==> src/rtl/cmd_frame_ctrl.sv <==
// -----------------------------------------------------------------------------
// cmd_frame_ctrl
//   Command-frame controller (REF_CLK domain). Consumes synchronized UART-RX
//   bytes, parses multi-byte command frames, issues register-file writes and
//   reads, launches ALU operations and returns read data / ALU results to the
//   TX FIFO one byte at a time.
//
//   Frames (first byte decoded in IDLE):
//     0xAA addr data     register write
//     0xBB addr          register read, result byte sent to TX
//     0xCC A B fun       write A->RF[0], B->RF[1], start ALU, send 2 result bytes
//     0xDD fun           start ALU on current RF[0]/RF[1], send 2 result bytes
//     other              CMD_ERR pulse
//
// Ports:
//   CLK, RST          clock, asynchronous active-low reset
//   RX_P_DATA/RX_D_VLD  received byte and its one-cycle valid
//   RF_RD_DATA/RF_RD_VLD  register-file read response
//   ALU_OUT/ALU_OUT_VLD   ALU result response
//   FIFO_FULL           TX FIFO back-pressure
//   RF_ADDR, RF_WR_EN, RF_RD_EN, RF_WR_DATA   register-file request
//   ALU_EN, ALU_FUN, CLK_GATE_EN              ALU request / clock gate
//   TX_P_DATA, TX_D_VLD                       byte to TX FIFO
//   CMD_ERR                                   one-cycle error pulse
//
// All outputs are registered: each output flop loads the value decided by the
// same next-state logic that advances the FSM.
// -----------------------------------------------------------------------------
module cmd_frame_ctrl #(
    parameter int DATA_WIDTH     = 8,
    parameter int ADDR_WIDTH     = 4,
    parameter int ALU_FUN_WIDTH  = 4,
    parameter int TIMEOUT_CYCLES = 255
) (
    input  logic                      CLK,
    input  logic                      RST,
    input  logic [DATA_WIDTH-1:0]     RX_P_DATA,
    input  logic                      RX_D_VLD,
    input  logic [DATA_WIDTH-1:0]     RF_RD_DATA,
    input  logic                      RF_RD_VLD,
    input  logic [2*DATA_WIDTH-1:0]   ALU_OUT,
    input  logic                      ALU_OUT_VLD,
    input  logic                      FIFO_FULL,
    output logic [ADDR_WIDTH-1:0]     RF_ADDR,
    output logic                      RF_WR_EN,
    output logic                      RF_RD_EN,
    output logic [DATA_WIDTH-1:0]     RF_WR_DATA,
    output logic                      ALU_EN,
    output logic [ALU_FUN_WIDTH-1:0]  ALU_FUN,
    output logic                      CLK_GATE_EN,
    output logic [DATA_WIDTH-1:0]     TX_P_DATA,
    output logic                      TX_D_VLD,
    output logic                      CMD_ERR
);

    // ------------------------------------------------------------------
    // Constants
    // ------------------------------------------------------------------
    localparam int CNT_W = (TIMEOUT_CYCLES < 2) ? 1 : $clog2(TIMEOUT_CYCLES + 1);

    // The wait expires on the edge where the counter would reach
    // TIMEOUT_CYCLES, so CMD_ERR lands exactly TIMEOUT_CYCLES cycles after
    // entry to the wait state.
    localparam logic [CNT_W-1:0] CNT_LAST = CNT_W'(TIMEOUT_CYCLES - 1);

    localparam logic [DATA_WIDTH-1:0] CMD_WR     = DATA_WIDTH'(8'hAA);
    localparam logic [DATA_WIDTH-1:0] CMD_RD     = DATA_WIDTH'(8'hBB);
    localparam logic [DATA_WIDTH-1:0] CMD_ALU_OP = DATA_WIDTH'(8'hCC);
    localparam logic [DATA_WIDTH-1:0] CMD_ALU_NO = DATA_WIDTH'(8'hDD);

    localparam logic [ADDR_WIDTH-1:0] ADDR_OP_A = '0;
    localparam logic [ADDR_WIDTH-1:0] ADDR_OP_B = ADDR_WIDTH'(1);

    localparam logic [3:0] IDLE     = 4'd0;
    localparam logic [3:0] WR_ADDR  = 4'd1;
    localparam logic [3:0] WR_DATA  = 4'd2;
    localparam logic [3:0] RD_ADDR  = 4'd3;
    localparam logic [3:0] RD_WAIT  = 4'd4;
    localparam logic [3:0] ALU_A    = 4'd5;
    localparam logic [3:0] ALU_B    = 4'd6;
    localparam logic [3:0] ALU_FN   = 4'd7;
    localparam logic [3:0] ALU_WAIT = 4'd8;
    localparam logic [3:0] TX_RD    = 4'd9;
    localparam logic [3:0] TX_LSB   = 4'd10;
    localparam logic [3:0] TX_MSB   = 4'd11;

    // ------------------------------------------------------------------
    // State and datapath registers
    // ------------------------------------------------------------------
    logic [3:0]                state_q,       state_d;
    logic [CNT_W-1:0]          cnt_q,         cnt_d;
    logic [ADDR_WIDTH-1:0]     wr_addr_q,     wr_addr_d;
    logic [DATA_WIDTH-1:0]     rd_byte_q,     rd_byte_d;
    logic [2*DATA_WIDTH-1:0]   alu_res_q,     alu_res_d;

    // Output registers
    logic [ADDR_WIDTH-1:0]     rf_addr_q,     rf_addr_d;
    logic                      rf_wr_en_q,    rf_wr_en_d;
    logic                      rf_rd_en_q,    rf_rd_en_d;
    logic [DATA_WIDTH-1:0]     rf_wr_data_q,  rf_wr_data_d;
    logic                      alu_en_q,      alu_en_d;
    logic [ALU_FUN_WIDTH-1:0]  alu_fun_q,     alu_fun_d;
    logic                      clk_gate_en_q, clk_gate_en_d;
    logic [DATA_WIDTH-1:0]     tx_p_data_q,   tx_p_data_d;
    logic                      tx_d_vld_q,    tx_d_vld_d;
    logic                      cmd_err_q,     cmd_err_d;

    // ------------------------------------------------------------------
    // Next-state / next-output logic
    // ------------------------------------------------------------------
    always_comb begin
        state_d      = state_q;
        cnt_d        = cnt_q;
        wr_addr_d    = wr_addr_q;
        rd_byte_d    = rd_byte_q;
        alu_res_d    = alu_res_q;

        // Data-type outputs hold their last value; strobes default low.
        rf_addr_d    = rf_addr_q;
        rf_wr_data_d = rf_wr_data_q;
        alu_fun_d    = alu_fun_q;
        tx_p_data_d  = tx_p_data_q;
        rf_wr_en_d   = 1'b0;
        rf_rd_en_d   = 1'b0;
        alu_en_d     = 1'b0;
        tx_d_vld_d   = 1'b0;
        cmd_err_d    = 1'b0;

        case (state_q)
            IDLE: begin
                if (RX_D_VLD) begin
                    case (RX_P_DATA)
                        CMD_WR:     state_d = WR_ADDR;
                        CMD_RD:     state_d = RD_ADDR;
                        CMD_ALU_OP: state_d = ALU_A;
                        CMD_ALU_NO: state_d = ALU_FN;
                        default:    cmd_err_d = 1'b1;
                    endcase
                end
            end

            WR_ADDR: begin
                if (RX_D_VLD) begin
                    wr_addr_d = RX_P_DATA[ADDR_WIDTH-1:0];
                    state_d   = WR_DATA;
                end
            end

            WR_DATA: begin
                if (RX_D_VLD) begin
                    rf_wr_en_d   = 1'b1;
                    rf_addr_d    = wr_addr_q;
                    rf_wr_data_d = RX_P_DATA;
                    state_d      = IDLE;
                end
            end

            RD_ADDR: begin
                if (RX_D_VLD) begin
                    rf_rd_en_d = 1'b1;
                    rf_addr_d  = RX_P_DATA[ADDR_WIDTH-1:0];
                    cnt_d      = '0;
                    state_d    = RD_WAIT;
                end
            end

            // RX bytes arriving here are dropped silently. A response in the
            // expiry cycle takes priority over the timeout.
            RD_WAIT: begin
                if (RF_RD_VLD) begin
                    rd_byte_d = RF_RD_DATA;
                    state_d   = TX_RD;
                end else if (cnt_q == CNT_LAST) begin
                    cmd_err_d = 1'b1;
                    state_d   = IDLE;
                end else begin
                    cnt_d = cnt_q + CNT_W'(1);
                end
            end

            ALU_A: begin
                if (RX_D_VLD) begin
                    rf_wr_en_d   = 1'b1;
                    rf_addr_d    = ADDR_OP_A;
                    rf_wr_data_d = RX_P_DATA;
                    state_d      = ALU_B;
                end
            end

            ALU_B: begin
                if (RX_D_VLD) begin
                    rf_wr_en_d   = 1'b1;
                    rf_addr_d    = ADDR_OP_B;
                    rf_wr_data_d = RX_P_DATA;
                    state_d      = ALU_FN;
                end
            end

            ALU_FN: begin
                if (RX_D_VLD) begin
                    alu_en_d  = 1'b1;
                    alu_fun_d = RX_P_DATA[ALU_FUN_WIDTH-1:0];
                    cnt_d     = '0;
                    state_d   = ALU_WAIT;
                end
            end

            ALU_WAIT: begin
                if (ALU_OUT_VLD) begin
                    alu_res_d = ALU_OUT;
                    state_d   = TX_LSB;
                end else if (cnt_q == CNT_LAST) begin
                    cmd_err_d = 1'b1;
                    state_d   = IDLE;
                end else begin
                    cnt_d = cnt_q + CNT_W'(1);
                end
            end

            // TX states advance only on a cycle the FIFO can accept, so each
            // byte is written exactly once.
            TX_RD: begin
                if (!FIFO_FULL) begin
                    tx_d_vld_d  = 1'b1;
                    tx_p_data_d = rd_byte_q;
                    state_d     = IDLE;
                end
            end

            TX_LSB: begin
                if (!FIFO_FULL) begin
                    tx_d_vld_d  = 1'b1;
                    tx_p_data_d = alu_res_q[DATA_WIDTH-1:0];
                    state_d     = TX_MSB;
                end
            end

            TX_MSB: begin
                if (!FIFO_FULL) begin
                    tx_d_vld_d  = 1'b1;
                    tx_p_data_d = alu_res_q[2*DATA_WIDTH-1:DATA_WIDTH];
                    state_d     = IDLE;
                end
            end

            default: state_d = IDLE;
        endcase

        // Registered from the next state so the gate tracks ALU_FN/ALU_WAIT
        // cycle-for-cycle with the state register.
        clk_gate_en_d = (state_d == ALU_FN) || (state_d == ALU_WAIT);
    end

    // ------------------------------------------------------------------
    // Registers
    // ------------------------------------------------------------------
    always_ff @(posedge CLK or negedge RST) begin
        if (!RST) begin
            state_q       <= IDLE;
            cnt_q         <= '0;
            wr_addr_q     <= '0;
            rd_byte_q     <= '0;
            alu_res_q     <= '0;
            rf_addr_q     <= '0;
            rf_wr_en_q    <= 1'b0;
            rf_rd_en_q    <= 1'b0;
            rf_wr_data_q  <= '0;
            alu_en_q      <= 1'b0;
            alu_fun_q     <= '0;
            clk_gate_en_q <= 1'b0;
            tx_p_data_q   <= '0;
            tx_d_vld_q    <= 1'b0;
            cmd_err_q     <= 1'b0;
        end else begin
            state_q       <= state_d;
            cnt_q         <= cnt_d;
            wr_addr_q     <= wr_addr_d;
            rd_byte_q     <= rd_byte_d;
            alu_res_q     <= alu_res_d;
            rf_addr_q     <= rf_addr_d;
            rf_wr_en_q    <= rf_wr_en_d;
            rf_rd_en_q    <= rf_rd_en_d;
            rf_wr_data_q  <= rf_wr_data_d;
            alu_en_q      <= alu_en_d;
            alu_fun_q     <= alu_fun_d;
            clk_gate_en_q <= clk_gate_en_d;
            tx_p_data_q   <= tx_p_data_d;
            tx_d_vld_q    <= tx_d_vld_d;
            cmd_err_q     <= cmd_err_d;
        end
    end

    assign RF_ADDR     = rf_addr_q;
    assign RF_WR_EN    = rf_wr_en_q;
    assign RF_RD_EN    = rf_rd_en_q;
    assign RF_WR_DATA  = rf_wr_data_q;
    assign ALU_EN      = alu_en_q;
    assign ALU_FUN     = alu_fun_q;
    assign CLK_GATE_EN = clk_gate_en_q;
    assign TX_P_DATA   = tx_p_data_q;
    assign TX_D_VLD    = tx_d_vld_q;
    assign CMD_ERR     = cmd_err_q;

endmodule
==> config.mk <==
export PLATFORM = sky130hd
export DESIGN_NAME = cmd_frame_ctrl
export DESIGN_NICKNAME = d
export VERILOG_FILES = /design/src/rtl/cmd_frame_ctrl.sv
export SDC_FILE = /design/constraint.sdc
export NUM_CORES = 1
export LEC_CHECK = 0
export ABC_CLOCK_PERIOD_IN_PS = 2800
export BUFFER_PORTS_ARGS = -buffer_cell sky130_fd_sc_hd__buf_2
export CAP_MARGIN = 20
export CELL_PAD_IN_SITES_DETAIL_PLACEMENT = 0
export CELL_PAD_IN_SITES_GLOBAL_PLACEMENT = 1
export CORE_MARGIN = 2
export CORE_UTILIZATION = 47
export CTS_CLUSTER_DIAMETER = 50
export DETAILED_ROUTE_END_ITERATION = 7
export GPL_ROUTABILITY_DRIVEN = 0
export HOLD_SLACK_MARGIN = 0.15
export PLACE_DENSITY = 0.94
export SETUP_SLACK_MARGIN = 0.1
export SYNTH_ARGS = -nofsm -noshare
export SYNTH_HDL_FRONTEND = slang
export SYNTH_SLANG_ARGS = --single-unit
==> constraint.sdc <==
create_clock -name CLK -period 2.8 [get_ports CLK]
set_input_delay 0.42 -clock CLK [delete_from_list [all_inputs] [get_ports CLK]]
set_output_delay 0.42 -clock CLK [all_outputs]
set_load 0.005 [all_outputs]
# Word-level counts from Yosys, hierarchy flattened
# Index checks and enable logic that the tools add are counted.
# op_classes
n_eq_ne	28
n_mux	40
reduce_logical	18
add_sub_neg	1
# op_table
operator	count
two-way mux 4 bit	16
two-way mux 8 bit	7
case mux 8 bit (3 select lines)	2
case mux 4 bit (11 select lines)	1
== test 8 bit, second input constant	5
case mux 4 bit (4 select lines)	2
== test 4 x 3 -> 1 bit, second input constant	5
== test 4 bit, second input constant	5
!= test 2 bit, second input constant	9
two-way mux 1 bit	11
AND reduction 2 bit	5
adder 8 x 1 -> 8 bit, second input constant	1
== test 4 x 2 -> 1 bit, second input constant	2
AND reduction 4 bit	2
nonzero test 3 bit	2
OR reduction 3 bit	2
AND reduction 5 bit	1
== test 4 x 1 -> 1 bit, second input constant	1
logical NOT 4 bit	1
nonzero test 4 bit	1
OR reduction 2 bit	2
OR reduction 4 bit	1
case mux 1 bit (3 select lines)	1
!= test 2 x 1 -> 1 bit, second input constant	1
logical OR 1 bit	1
# word_totals
in_bits	38
out_inout_bits	30
ff_bits	70

# Depth between registers and ports, before layout
# Gate-level depths: netlist (run 1).
# depth
word_depth	6
mapped_depth	8
mapped_depth_nobuf	6

# Worst setup path before layout (run 1)
# No wires, ideal clock.
# synth_path
path_kind	register to register
start	reg state_q[2]
end	reg alu_res_q[10]
path_stages_with_launch	6
synth_period_minus_slack_ns	1.719
arrival_ns	1.594
setup_slack_ns	1.081
t_required_ns	2.675
path_cell_list	dfrtp_1 -> buf_6 -> nand3b_1 -> nor3_2 -> buf_6 -> mux2_2
# synth_via
elab_chain_len	2
# synth_rtl
element	line	source
start, declared	90	logic [3:0] state_q, state_d;
start signal, assigned	275	state_q <= state_d;
== test 4 bit	129	case (state_q)
AND reduction 2 bit (no source line)	n/a	
end signal, assigned	279	alu_res_q <= alu_res_d;
end, declared	94	logic [2*DATA_WIDTH-1:0] alu_res_q, alu_res_d;
# Every way passes these cells.
# A chain may end at the register's enable or synchronous reset.

# Worst setup path after layout (run 1)
# layout_path
start	reg state_q[2]
end	reg cnt_q[3]
# layout_via
elab_chain_len	4
elab_cells_between_ends	11
cone_classes	7 x eq/ne; 1 x mux; 3 x reduce/logical
# layout_rtl
element	line	source
== test 4 x 3 -> 1 bit / == test 4 x 2 -> 1 bit (equally long branches)	129	
OR reduction 2 bit (no source line)	n/a	
!= test 2 x 1 -> 1 bit (no source line) / nonzero test 3 bit (equally long branches)	n/a	
AND reduction 4 bit (no source line)	n/a	
end signal, assigned	276	cnt_q <= cnt_d;
end, declared	91	logic [CNT_W-1:0] cnt_q, cnt_d;
# Several ways; a longest one is shown, not always the timed one.

==> metrics.log, run 1 <==
[metrics] outcome: finished, final reports clean
[metrics] number of DRC violations after detailed routing: 0
[metrics] fraction of met2 tracks used by global routing: 0.277
[metrics] IO buf count: 67
[metrics] transition time at the pin with the least slew margin: around 1000 ps
[metrics] share of the cycle needed by the critical path after routing: 0.727
[metrics] DR vias: around 2.6k
[metrics] static leakage: around 1.8 nW
[metrics] start-to-end type of the worst setup path: reg2reg
[metrics] post-synthesis area per instance: around 12 sq um
[metrics] aggregate routed wire length: 7070 um
[metrics] total nets after synthesis: 335
[metrics] boundary pin count: 68
[metrics] distinct cell type count of the synthesized netlist: 59
[metrics] clock latency reported for the late side of the worst-skew pair: 340 ps
[metrics] total of max-cap violations: 0
[metrics] worst IR drop on VDD: 490 uV
[metrics] via count of the first global-routing pass: approximately 2.3k
[metrics] horizontal die dimension: between 80 and 90 um
[metrics] Fmax: 0.491 GHz
[metrics] CTS Root Buffer Type: clkbuf_8
[metrics] synthesized area: 0.00344 sq mm
[metrics] cell with the biggest individual delay on the critical path: dfrtp_1
[metrics] leading cell type in the layout, fill and taps excluded: dfrtp_1
[metrics] global-route wire length before repair: around 11000 um
[metrics] shortest period the worst path allows: roughly 2000 ps
[metrics] core area: slightly above 0.007 sq mm
[metrics] Worst EP arrival: roughly 2300 ps
[metrics] number of synthesized register bits: 70
[metrics] setup slack of the critical path after layout: between 700 and 800 ps
[metrics] fraction of final layout cells sized beyond drive strength 1: 0.399
[metrics] via/cell ratio: 5.47
[metrics] number of antenna diodes: 0
[metrics] largest stage delay on the critical path: ~770 ps
[metrics] DIE AREA: ~0.008 sq mm
[metrics] most used flip-flop cell after synthesis: dfrtp_1
[metrics] setup repair after global routing missed its margin: false
[metrics] proportion of synthesized chip area in sequential cells: 0.510
[metrics] tightest hold margin: about 310 ps
[metrics] cell-by-cell listing of the critical path: and2b_2, o21ai_1, o22a_2, nand2b_1, o41ai_2
[metrics] number of resized instances in the post-cts repair step: 0
[metrics] highest-utilization routing layer at the global route stage: met2
[metrics] number of search-and-repair iterations in the first detailed-routing pass: 4
[metrics] endpoint type of the worst setup path: flip-flop
[metrics] worst min path class: in2reg
[metrics] number of clock buffers inserted by TritonCTS: 9
[metrics] cell row count: 31
[metrics] Yosys warnings: 0
[metrics] Starting Density: 0.479
[metrics] aggregate global-route resource usage: 0.187
[metrics] count of nets after finishing: 403
[metrics] maximum fanout along the worst path: 22
[metrics] initial antenna violation count: 0
[metrics] setup violation total in the final timing report: 0
[metrics] Max Transition Viols Final: 0
[metrics] synthesized instance count: approximately 300
[metrics] setup TNS after final layout: 0 ps
[metrics] normalized max-slew margin: 0.332
[metrics] count of routing violations after the opening detailed-route iteration: between 100 and 150
[metrics] Power Density: about 900 mW/mm^2
[metrics] wire length per cell: approximately 15 um
[metrics] Worst R2R Setup Slack: roughly 760 ps
[metrics] clock edge transition at the registers on the reported setup and hold paths: ~80 ps
[metrics] hpwl dp: roughly 5200 um
[metrics] chip height: about 90 um
[metrics] sink count of the clock tree: 70
[metrics] CTS H-tree depth: 3
[metrics] commonest non-fill, non-tap cells in the layout: dfrtp_1, buf_2, mux2_2
[metrics] met1 demand-to-capacity share in global routing: 0.265
[metrics] TritonCTS clock tree: yes
[metrics] setup clock skew after layout: 8.01 ps
[metrics] GRT Residual Overflow: 0
[metrics] pin count of the biggest net entering global routing: 47
[metrics] remaining antenna violation count after routing: 0
[metrics] layout overhead on the synthesized area: 16.9%
[metrics] asr flop ratio synth: 1.00
[metrics] number of synthesized flops with an enable pin: 0
[metrics] type of origin of the critical path: flip-flop
[metrics] number of buffers on the longest clock path: 2
[metrics] met3 track demand over resource: 0.0609
[metrics] critical path data required time: slightly above 3000 ps
[metrics] count of endpoints failing hold in the final timing report: 0
[metrics] pre-CTS setup slack: 774 ps
-- per-stage QoR --
stage	power, mW	area [sq um]	utilization	std cells
floorplan	2.53	3440	-	295
global placement	2.87	3830	0.534	450
detailed placement	2.91	3830	0.534	450
CTS	3.63	4020	0.560	467
global route	3.86	4020	0.560	467
finish	3.60	4020	0.560	467
-- flip-flops by register name, summed over array words and instances (netlist names) --
name / flops
RF_WR_DATA: 8
ALU_EN: 1
CLK_GATE_EN: 1
alu_res_q: 16
RF_RD_EN: 1
cnt_q: 8
TX_P_DATA: 8
CMD_ERR: 1
RF_WR_EN: 1
TX_D_VLD: 1
rd_byte_q: 8
ALU_FUN: 4
RF_ADDR: 4
state_q: 4
wr_addr_q: 4
-- critical path: cells and delay by family (launching register included) --
kind	cells	cell delay (ps)
flops	1	770
simple gates	2	490
compound gates	3	670
-- final timing paths --
kind	to	cells after the start	startpoint
setup / recovery	cnt_q[3]	5	state_q[2]
hold / removal	alu_res_q[12]	2	ALU_OUT[12]
setup reg to reg	cnt_q[3]	5	state_q[2]
hold reg to reg	TX_P_DATA[5]	2	TX_P_DATA[5]
max in group asynchronous	state_q[0]	3	RST
min in group asynchronous	alu_res_q[4]	2	RST
-- cells by family (layout without fill, tap and decap cells) --
family                   Yosys count  count (layout)  synth area share
AND/OR/NAND/NOR                   88              88             0.155
flip-flops                        70              70             0.510
AO/OA/AOI/OAI                     57              57             0.109
multiplexers                      53              53             0.171
buffers and inverters             21              94            0.0382
XOR/XNOR                           4               4            0.0102
adder cells (fa/ha/maj)            2               2           0.00728
-- Yosys cell counts, types with 3 or more instances --
cell      number  area share
mux2_2        45        0.15
mux2i_1        8       0.023
nor4_1         4      0.0073
or3_1          4      0.0073
a22o_1         4       0.010
a21oi_1        5      0.0073
nand4_1        3      0.0055
inv_1          5      0.0055
nor3b_1        4      0.0087
nand2_1       27       0.029
buf_6          4       0.013
dfrtp_1       70        0.51
o21ai_0       22       0.032
buf_2          6      0.0087
nor2_1        10       0.011
nor4bb_1       3      0.0087
buf_4          4      0.0087
nand3_1        7       0.010
o21ai_1        6      0.0087
nor2b_1        3      0.0055
xnor2_1        3      0.0076
-- per-layer routing --
layer / vias to the layer above / routed length (um)
li1: 1203 / -
met1: 1272 / 3140
met2: 75 / 3480
met3: 4 / 399
met4: 0 / 51
met5: - / 0
-- final cells by class --
cell class,instances,area [sq um]
timing repair buffer,73,395
clock inverter,7,50.0
fill,633,3160
multi-input combinational,204,1550
clock buffer,9,124
inverter,5,18.8
sequential,70,1750
tap,99,124
-- repair_timing --
item,in CTS,in global routing
setup buffers,0,0
hold buffers,1,0
hold endpoints to repair,24,0
-- power by group --
group | switching (mW) | internal (mW) | leakage, nW
Combinational | 0.571 | 0.659 | 0.853
Clock | 0.394 | 0.322 | 0.0816
Sequential | 0.267 | 1.39 | 0.901
(Power assumes the default switching activity.)
==> run 2, diff against run 1 <==
--- a/config.mk
+++ b/config.mk
@@ -5,18 +5,19 @@
 export SDC_FILE = /design/constraint.sdc
 export NUM_CORES = 1
 export LEC_CHECK = 0
-export ABC_CLOCK_PERIOD_IN_PS = 2800
+export ABC_AREA = 1
+export ABC_CLOCK_PERIOD_IN_PS = 1700
 export BUFFER_PORTS_ARGS = -buffer_cell sky130_fd_sc_hd__buf_2
 export CAP_MARGIN = 20
 export CELL_PAD_IN_SITES_DETAIL_PLACEMENT = 0
 export CELL_PAD_IN_SITES_GLOBAL_PLACEMENT = 1
 export CORE_MARGIN = 2
-export CORE_UTILIZATION = 47
+export CORE_UTILIZATION = 37
 export CTS_CLUSTER_DIAMETER = 50
 export DETAILED_ROUTE_END_ITERATION = 7
 export GPL_ROUTABILITY_DRIVEN = 0
 export HOLD_SLACK_MARGIN = 0.15
-export PLACE_DENSITY = 0.94
+export PLACE_DENSITY = 0.85
 export SETUP_SLACK_MARGIN = 0.1
 export SYNTH_ARGS = -nofsm -noshare
 export SYNTH_HDL_FRONTEND = slang
==> constraint.sdc (replaced) <==
create_clock -name CLK -period 1.7 [get_ports CLK]
set_input_delay 0.255 -clock CLK [delete_from_list [all_inputs] [get_ports CLK]]
set_output_delay 0.255 -clock CLK [all_outputs]
set_load 0.005 [all_outputs]
==> metrics.log, run 2 <==
[metrics] static leakage: 2.38 nW (+30%)
[metrics] synthesized instance count: 370 (+25%)
[metrics] most used flip-flop cell after synthesis: dfrtp_1
[metrics] cell-by-cell listing of the critical path: inv_2, nor2_4, nand2_2, inv_2, nand2_2, buf_6, mux2_2
[metrics] via count of the first global-routing pass: 2917 (+25%)
[metrics] clock latency reported for the late side of the worst-skew pair: 340 ps (about the same)
[metrics] Fmax: 0.654 GHz (+33%)
[metrics] count of endpoints failing hold in the final timing report: 0 (unchanged)
[metrics] tightest hold margin: 174 ps (-131 ps)
[metrics] number of clock buffers inserted by TritonCTS: 9 (unchanged)
[metrics] IO buf count: 67 (unchanged)
[metrics] DR vias: 2900 (+14%)
[metrics] CTS Root Buffer Type: clkbuf_8
[metrics] cell with the biggest individual delay on the critical path: dfrtp_2
[metrics] # placed instances: 553 (+23%)
[metrics] worst min path class: in2reg
[metrics] top post-synthesis cells by count: nand2_1, dfrtp_1, nor2_1
[metrics] number of synthesized flops with an enable pin: 0 (unchanged)
[metrics] core area: 0.00872 sq mm (+22%)
[metrics] GRT Residual Overflow: 0 (unchanged)
[metrics] count of routing violations after the opening detailed-route iteration: 158 (+15%)
[metrics] hpwl dp: 5870 um (+14%)
[metrics] cell area reported after detailed placement: 0.00388 sq mm (+1.2%)
[metrics] library cell with the largest summed area after synthesis: dfrtp_1
[metrics] Yosys warnings: 0 (unchanged)
[metrics] Starting Density: 0.383 (-0.0962)
[metrics] total nets after synthesis: 410 (+22%)
[metrics] pin count of the biggest net entering global routing: 71 (+51%)
[metrics] via/cell ratio: 4.87 (-11%)
[metrics] layout overhead on the synthesized area: 31.2%
[metrics] proportion of synthesized chip area in sequential cells: 0.525 (+0.0151)
[metrics] leading cell type in the layout, fill and taps excluded: nand2_1
[metrics] asr flop ratio synth: 1.00 (unchanged)
[metrics] type of origin of the critical path: flip-flop
[metrics] Worst R2R Setup Slack: 170 ps (-590 ps)
[metrics] setup violation total in the final timing report: 0 (unchanged)
[metrics] maximum fanout along the worst path: 13 (-41%)
[metrics] fraction of synthesized cell area in xor and xnor cells: 0.00525 (-0.00495)
[metrics] DIE AREA: 0.00980 sq mm (+22%)
[metrics] setup repair after global routing missed its margin: true
[metrics] aggregate routed wire length: 8240 um (+17%)
[metrics] outcome: finished, final reports clean
[metrics] largest stage delay on the critical path: 460 ps (-310 ps)
[metrics] register with the most flip-flops: alu_res_q
[metrics] setup slack of the critical path after layout: 171 ps (-592 ps)
[metrics] share of the synthesized area in compound gates (AO/OA/AOI/OAI): 0.0858 (-0.0234)
[metrics] number of standard cells in the final layout excluding fillers: 595 (+27%)
[metrics] multiplexer fraction of the synthesized cell area: 0.0607 (-0.110)
[metrics] Finished Cell Area: 0.00438 sq mm (+9.0%)
[metrics] reg2reg end: alu_res_q[2]
[metrics] clock edge transition at the registers on the reported setup and hold paths: 80 ps (about the same)
[metrics] leading post-synthesis cells by cell area: dfrtp_1, nand2_1, mux2_2
[metrics] clock power share: 0.283 (+0.084)
[metrics] largest family of logic cells by synthesized area: simple AND/OR/NAND/NOR gates
[metrics] number of synthesized register bits: 70 (unchanged)
[metrics] share of Yosys cell area claimed by the top area cell type: 0.525 (+0.0151)
[metrics] cell row count: 34 (+9.7%)
[metrics] boundary pin count: 68 (unchanged)
[metrics] simple-gate portion of the synthesized area: 0.254 (+0.0990)
[metrics] synthesized area: 0.00334 sq mm (-2.9%)
[metrics] total net switching power: 1.50 mW (+21%)
[metrics] Worst EP arrival: 1760 ps (-510 ps)
[metrics] pre-CTS setup slack: 101 ps (-673 ps)
[metrics] length in cells of the worst reg-to-reg path: 7 (+2)
[metrics] worst IR drop on VDD: 534 uV (+9.0%)
[metrics] TritonCTS clock tree: yes
[metrics] number of antenna diodes: 0 (unchanged)
[metrics] global-route wire length before repair: 13600 um (+21%)
[metrics] Reg2Reg Launch Point: state_q[3]
[metrics] total of max-cap violations: 0 (unchanged)
[metrics] wire length per cell: 13.8 um (-8.5%)
[metrics] aggregate global-route resource usage: 0.175 (-0.0122)
[metrics] Max Transition Viols Final: 0 (unchanged)
[metrics] Power Density: 1090 mW/mm^2 (+21%)
[metrics] number of DRC violations after detailed routing: 0 (unchanged)
[metrics] shortest period the worst path allows: 1530 ps (-508 ps)
[metrics] commonest non-fill, non-tap cells in the layout: nand2_1, buf_2, dfrtp_1
[metrics] chip height: 99.0 um (+11%)
[metrics] critical path data required time: 1930 ps (-1110 ps)
[metrics] share of the cycle needed by the critical path after routing: 0.899 (+0.172)
[metrics] Hold Path End: RF_WR_DATA[7]
[metrics] horizontal die dimension: 99.0 um (+11%)
[metrics] Post-Synth Adder-Cell Area: 0.00750 (+0.000216)
[metrics] Sw Ratio: 0.314 (-0.0275)
[metrics] sink count of the clock tree: 70 (unchanged)
[metrics] most frequently used cell type in the post-synthesis netlist: nand2_1
[metrics] count of nets after finishing: 522 (+30%)
[metrics] normalized max-slew margin: 0.743 (+0.411)
[metrics] fraction of final layout cells sized beyond drive strength 1: 0.341 (-0.0586)
[metrics] register share of total power: 0.471 (+0.011)
[metrics] number of buffers on the longest clock path: 2 (unchanged)
[metrics] number of search-and-repair iterations in the first detailed-routing pass: 4 (unchanged)
[metrics] setup clock skew after layout: 9.47 ps (+1.46 ps)
[metrics] post-synthesis area per instance: 9.02 sq um (-23%)
[metrics] Largest register FFs: 16 (unchanged)
[metrics] Power Internal: 3.26 mW (+38%)
[metrics] setup TNS after final layout: 0 ps (unchanged)
[metrics] endpoint type of the worst setup path: flip-flop
[metrics] CTS H-tree depth: 3 (unchanged)
[metrics] start-to-end type of the worst setup path: reg2reg
[metrics] remaining antenna violation count after routing: 0 (unchanged)
[metrics] initial antenna violation count: 0 (unchanged)
[metrics] transition time at the pin with the least slew margin: 386 ps (-610 ps)
[metrics] distinct cell type count of the synthesized netlist: 33 (-44%)
[metrics] Hold Path Origin: RX_P_DATA[7]
[metrics] cell count of the worst hold path: 2 (unchanged)
[metrics] Logic pwr share: 0.247 (-0.094)
==> run 2: cell types whose count changed after synthesis, moves of 11 or more <==
cell | before | now
a31oi_1 | 1 | 16
inv_1 | 5 | 29
nor2_1 | 10 | 47
a21oi_1 | 5 | 16
nand2_1 | 27 | 81
mux2_2 | 45 | 18
o21ai_0 | 22 | 4
nand3_1 | 7 | 30
==> run 2: worst max path at each step <==
stage / startpoint / to / slack (ps)
global route: state_q[1] / CLK_GATE_EN / 40
detailed placement: state_q[1] / alu_res_q[2] / 100
CTS: state_q[3] / alu_res_q[2] / 120
finish: state_q[3] / alu_res_q[2] / 170
floorplan: state_q[1] / CLK_GATE_EN / 250
global placement: state_q[1] / RF_WR_DATA[3] / 140
==> run 2: critical path, delay by kind of cell, from the launching register on <==
kind                   cells  cell delay [ps]
muxes                      1              360
DFF                        1              460
and+or+nand+nor            3              250
buffers and inverters      3              360
==> run 2: area by class of cell <==
class                           instances  area (sq um)
Inverter                               39           150
Clock buffer                            9           124
Fill cell                             792          4340
Tap cell                              108           135
Multi-Input combinational cell        253          1420
Sequential cell                        70          1760
Clock inverter                          7          73.8
Timing Repair Buffer                  109           724
==> run 2: cells by family (layout without fill, tap and decap cells) <==
group,count (synthesis),in the layout
AO/OA/AOI/OAI,48,48
XOR/XNOR,2,2
multiplexers,18,18
AND/OR/NAND/NOR,183,183
flip-flops,70,70
buffers and inverters,47,164
adder cells (fa/ha/maj),2,2
==> run 2: metrics by stage <==
step | power [mW] | util
after floorplan | 2.90 | -
after global placement | 3.32 | 0.445
after detailed placement | 3.37 | 0.445
after CTS | 4.76 | 0.494
after global routing | 5.10 | 0.502
final | 4.76 | 0.502
==> run 2: metal layers <==
layer	vias to the layer above	GRT usage	routed length (um)
met5	-	0	0
met4	0	0.0474	78
met3	7	0.0397	326
met2	58	0.289	4100
met1	1390	0.232	3740
li1	1445	-	-
==> run 2: power groups by stage <==
| stage | Clock (mW) | Combinational [mW] | Sequential (mW) |
|---|---|---|---|
| 4_1_cts | 1.39 | 1.14 | 2.24 |
| 3_5_place_dp | 0 | 1.09 | 2.27 |
| 6_report | 1.35 | 1.17 | 2.24 |
| 3_3_place_gp | 0 | 1.06 | 2.26 |
| 2_1_floorplan | 0 | 0.659 | 2.24 |
| 5_1_grt | 1.46 | 1.35 | 2.29 |
==> run 2: timing repair <==
action / CTS / global route
gates resized for setup: 1 / 18
hold buffers: 23 / 0
endpoints found under the hold margin: 92 / 0
endpoints found under the setup margin: 1 / 33
buffers inserted: 0 / 3
pin swaps: 0 / 0
==> run 3, diff against run 2 <==
--- a/config.mk
+++ b/config.mk
@@ -17,7 +17,7 @@
 export DETAILED_ROUTE_END_ITERATION = 7
 export GPL_ROUTABILITY_DRIVEN = 0
 export HOLD_SLACK_MARGIN = 0.15
-export PLACE_DENSITY = 0.85
+export PLACE_DENSITY = 0.77
 export SETUP_SLACK_MARGIN = 0.1
 export SYNTH_ARGS = -nofsm -noshare
 export SYNTH_HDL_FRONTEND = slang
==> metrics.log, run 3 (same netlist as run 2, synthesis figures left out) <==
[metrics] number of antenna diodes: 0 (unchanged)
[metrics] final core utilization: 0.502 (unchanged)
[metrics] clock latency reported for the late side of the worst-skew pair: 350 ps (about the same)
[metrics] GRT Residual Overflow: 0 (unchanged)
[metrics] Starting Density: 0.383 (unchanged)
[metrics] worst min path class: in2reg
[metrics] Max Transition Viols Final: 0 (unchanged)
[metrics] highest-utilization routing layer at the global route stage: met2
[metrics] count of routing violations after the opening detailed-route iteration: 105 (-34%)
[metrics] core area: 0.00872 sq mm (unchanged)
[metrics] Hold Path Origin: RX_P_DATA[4]
[metrics] endpoint type of the worst setup path: flip-flop
[metrics] Worst EP arrival: 1800 ps (+40 ps)
[metrics] aggregate global-route resource usage: 0.181 (+0.00578)
[metrics] met3 track demand over resource: 0.0397 (unchanged)
[metrics] via/cell ratio: 4.85 (-0.42%)
[metrics] DR vias: 2878 (-0.76%)
[metrics] sink count of the clock tree: 70 (unchanged)
[metrics] DIE AREA: 0.00980 sq mm (unchanged)
[metrics] normalized max-slew margin: 0.749 (+0.00645)
[metrics] fraction of final layout cells sized beyond drive strength 1: 0.332 (-0.00890)
[metrics] cell count of the worst hold path: 2 (unchanged)
[metrics] chip height: 99.0 um (unchanged)
[metrics] via count of the first global-routing pass: 2919 (+0.069%)
[metrics] worst IR drop on VDD: 603 uV (+13%)
[metrics] fraction of met2 tracks used by global routing: 0.285 (-0.00364)
[metrics] TritonCTS clock tree: yes
[metrics] global-route wire length before repair: 14000 um (+3.0%)
[metrics] cell row count: 34 (unchanged)
[metrics] hpwl dp: 6020 um (+2.5%)
[metrics] Hold Path End: RF_WR_DATA[4]
[metrics] Worst R2R Setup Slack: 140 ps (-30 ps)
[metrics] CTS Root Buffer Type: clkbuf_8
[metrics] total of max-cap violations: 0 (unchanged)
[metrics] share of the cycle needed by the critical path after routing: 0.917 (+0.0174)
[metrics] setup clock skew after layout: 8.82 ps (-0.647 ps)
[metrics] initial antenna violation count: 0 (unchanged)
[metrics] Post-CTS Setup Inserts: 0 (unchanged)
[metrics] wire length per cell: 14.1 um (+2.0%)
[metrics] horizontal die dimension: 99.0 um (unchanged)
[metrics] number of DRC violations after detailed routing: 0 (unchanged)
[metrics] type of origin of the critical path: flip-flop
[metrics] count of endpoints failing hold in the final timing report: 0 (unchanged)
[metrics] number of search-and-repair iterations in the first detailed-routing pass: 4 (unchanged)
[metrics] boundary pin count: 68 (unchanged)
[metrics] clock edge transition at the registers on the reported setup and hold paths: 80 ps (about the same)
[metrics] setup repair after global routing missed its margin: true
[metrics] number of clock buffers inserted by TritonCTS: 9 (unchanged)
[metrics] pin count of the biggest net entering global routing: 71 (unchanged)
[metrics] aggregate routed wire length: 8380 um (+1.7%)
[metrics] IO buf count: 67 (unchanged)
[metrics] number of buffers on the longest clock path: 2 (unchanged)
[metrics] critical path data required time: 1940 ps (about the same)
[metrics] count of nets after finishing: 520 (-0.38%)
[metrics] register with the most flip-flops: alu_res_q
[metrics] total power draw: 4.87 mW (+2.2%)
[metrics] Largest register FFs: 16 (unchanged)
[metrics] setup violation total in the final timing report: 0 (unchanged)
[metrics] Fmax: 0.642 GHz (-1.9%)
[metrics] maximum fanout along the worst path: 19 (+6)
[metrics] start-to-end type of the worst setup path: reg2reg
[metrics] shortest period the worst path allows: 1560 ps (+29.5 ps)
[metrics] CTS H-tree depth: 3 (unchanged)
[metrics] commonest non-fill, non-tap cells in the layout: nand2_1, buf_2, dfrtp_1
[metrics] layout overhead on the synthesized area: 31.2% (unchanged)
[metrics] remaining antenna violation count after routing: 0 (unchanged)
[metrics] outcome: finished, final reports clean
[metrics] static leakage: 2.38 nW (+0.20%)
[metrics] met1 demand-to-capacity share in global routing: 0.247 (+0.0151)
[metrics] reg2reg end: CLK_GATE_EN
[metrics] Power Density: 1110 mW/mm^2 (+2.2%)
[metrics] length in cells of the worst reg-to-reg path: 12 (+5)
[metrics] transition time at the pin with the least slew margin: 376 ps (-9.67 ps)
[metrics] leading cell type in the layout, fill and taps excluded: nand2_1
[metrics] Reg2Reg Launch Point: state_q[3]
==> run 3: worst max-delay path: stages (launching register included) <==
cell	delay, ps
dfrtp_2	450
inv_2	90
nor2_4	120
buf_6	220
nand3_2	100
nand2_1	90
inv_2	40
nand2_1	50
nand2_1	70
inv_1	60
nor2_1	40
nand3_1	60
nand2_1	60
==> run 3: cell type report <==
type	instances	area (sq um)
well taps	108	135
fillers	836	4340
inverters	39	148
clock buffers	10	128
flip-flops and latches	70	1760
multi-input cells	253	1410
clock inverters	6	86.3
repair buffers	107	716
==> run 3: timing repair <==
item                                    4_1_cts  5_1_grt
hold buffers                                 24        0
endpoints found under the setup margin       23       31
resized for setup                             5       14
gates cloned                                  0        0
endpoints found under the hold margin        93        0
pin swaps                                     1        0
==> run 3: worst max path at each step <==
stage	startpoint	end	slack, ps
6_report	state_q[3]	CLK_GATE_EN	140
3_3_place_gp	state_q[3]	CLK_GATE_EN	20
2_1_floorplan	state_q[1]	CLK_GATE_EN	250
4_1_cts	state_q[3]	CLK_GATE_EN	100
5_1_grt	cnt_q[0]	CLK_GATE_EN	50
3_5_place_dp	state_q[3]	TX_P_DATA[3]	-6
==> run 3: layer usage <==
metal  routed length, um  up-vias
met2                4050       59
li1                    -     1442
met1                3790     1367
met4                 117        0
met3                 423       10
met5                   0        -
==> run 3: metrics by stage <==
step / cells / setup WS [ps] / setup TNS, ps / instance area [sq um] / hold slack, ps
2_1_floorplan: 370 / 249 / 0 / 3340 / -40.6
3_3_place_gp: 553 / 24.5 / 0 / 3880 / 307
3_5_place_dp: 553 / -6.44 / -6.44 / 3880 / 313
4_1_cts: 593 / 104 / 0 / 4350 / 165
5_1_grt: 593 / 50.4 / 0 / 4380 / 167
6_report: 593 / 142 / 0 / 4380 / 177
==> run 3: where the power goes <==
group	internal (mW)	total [mW]	switching [mW]
clock network	0.824	1.48	0.658
logic	0.552	1.15	0.602
registers	2.02	2.23	0.213
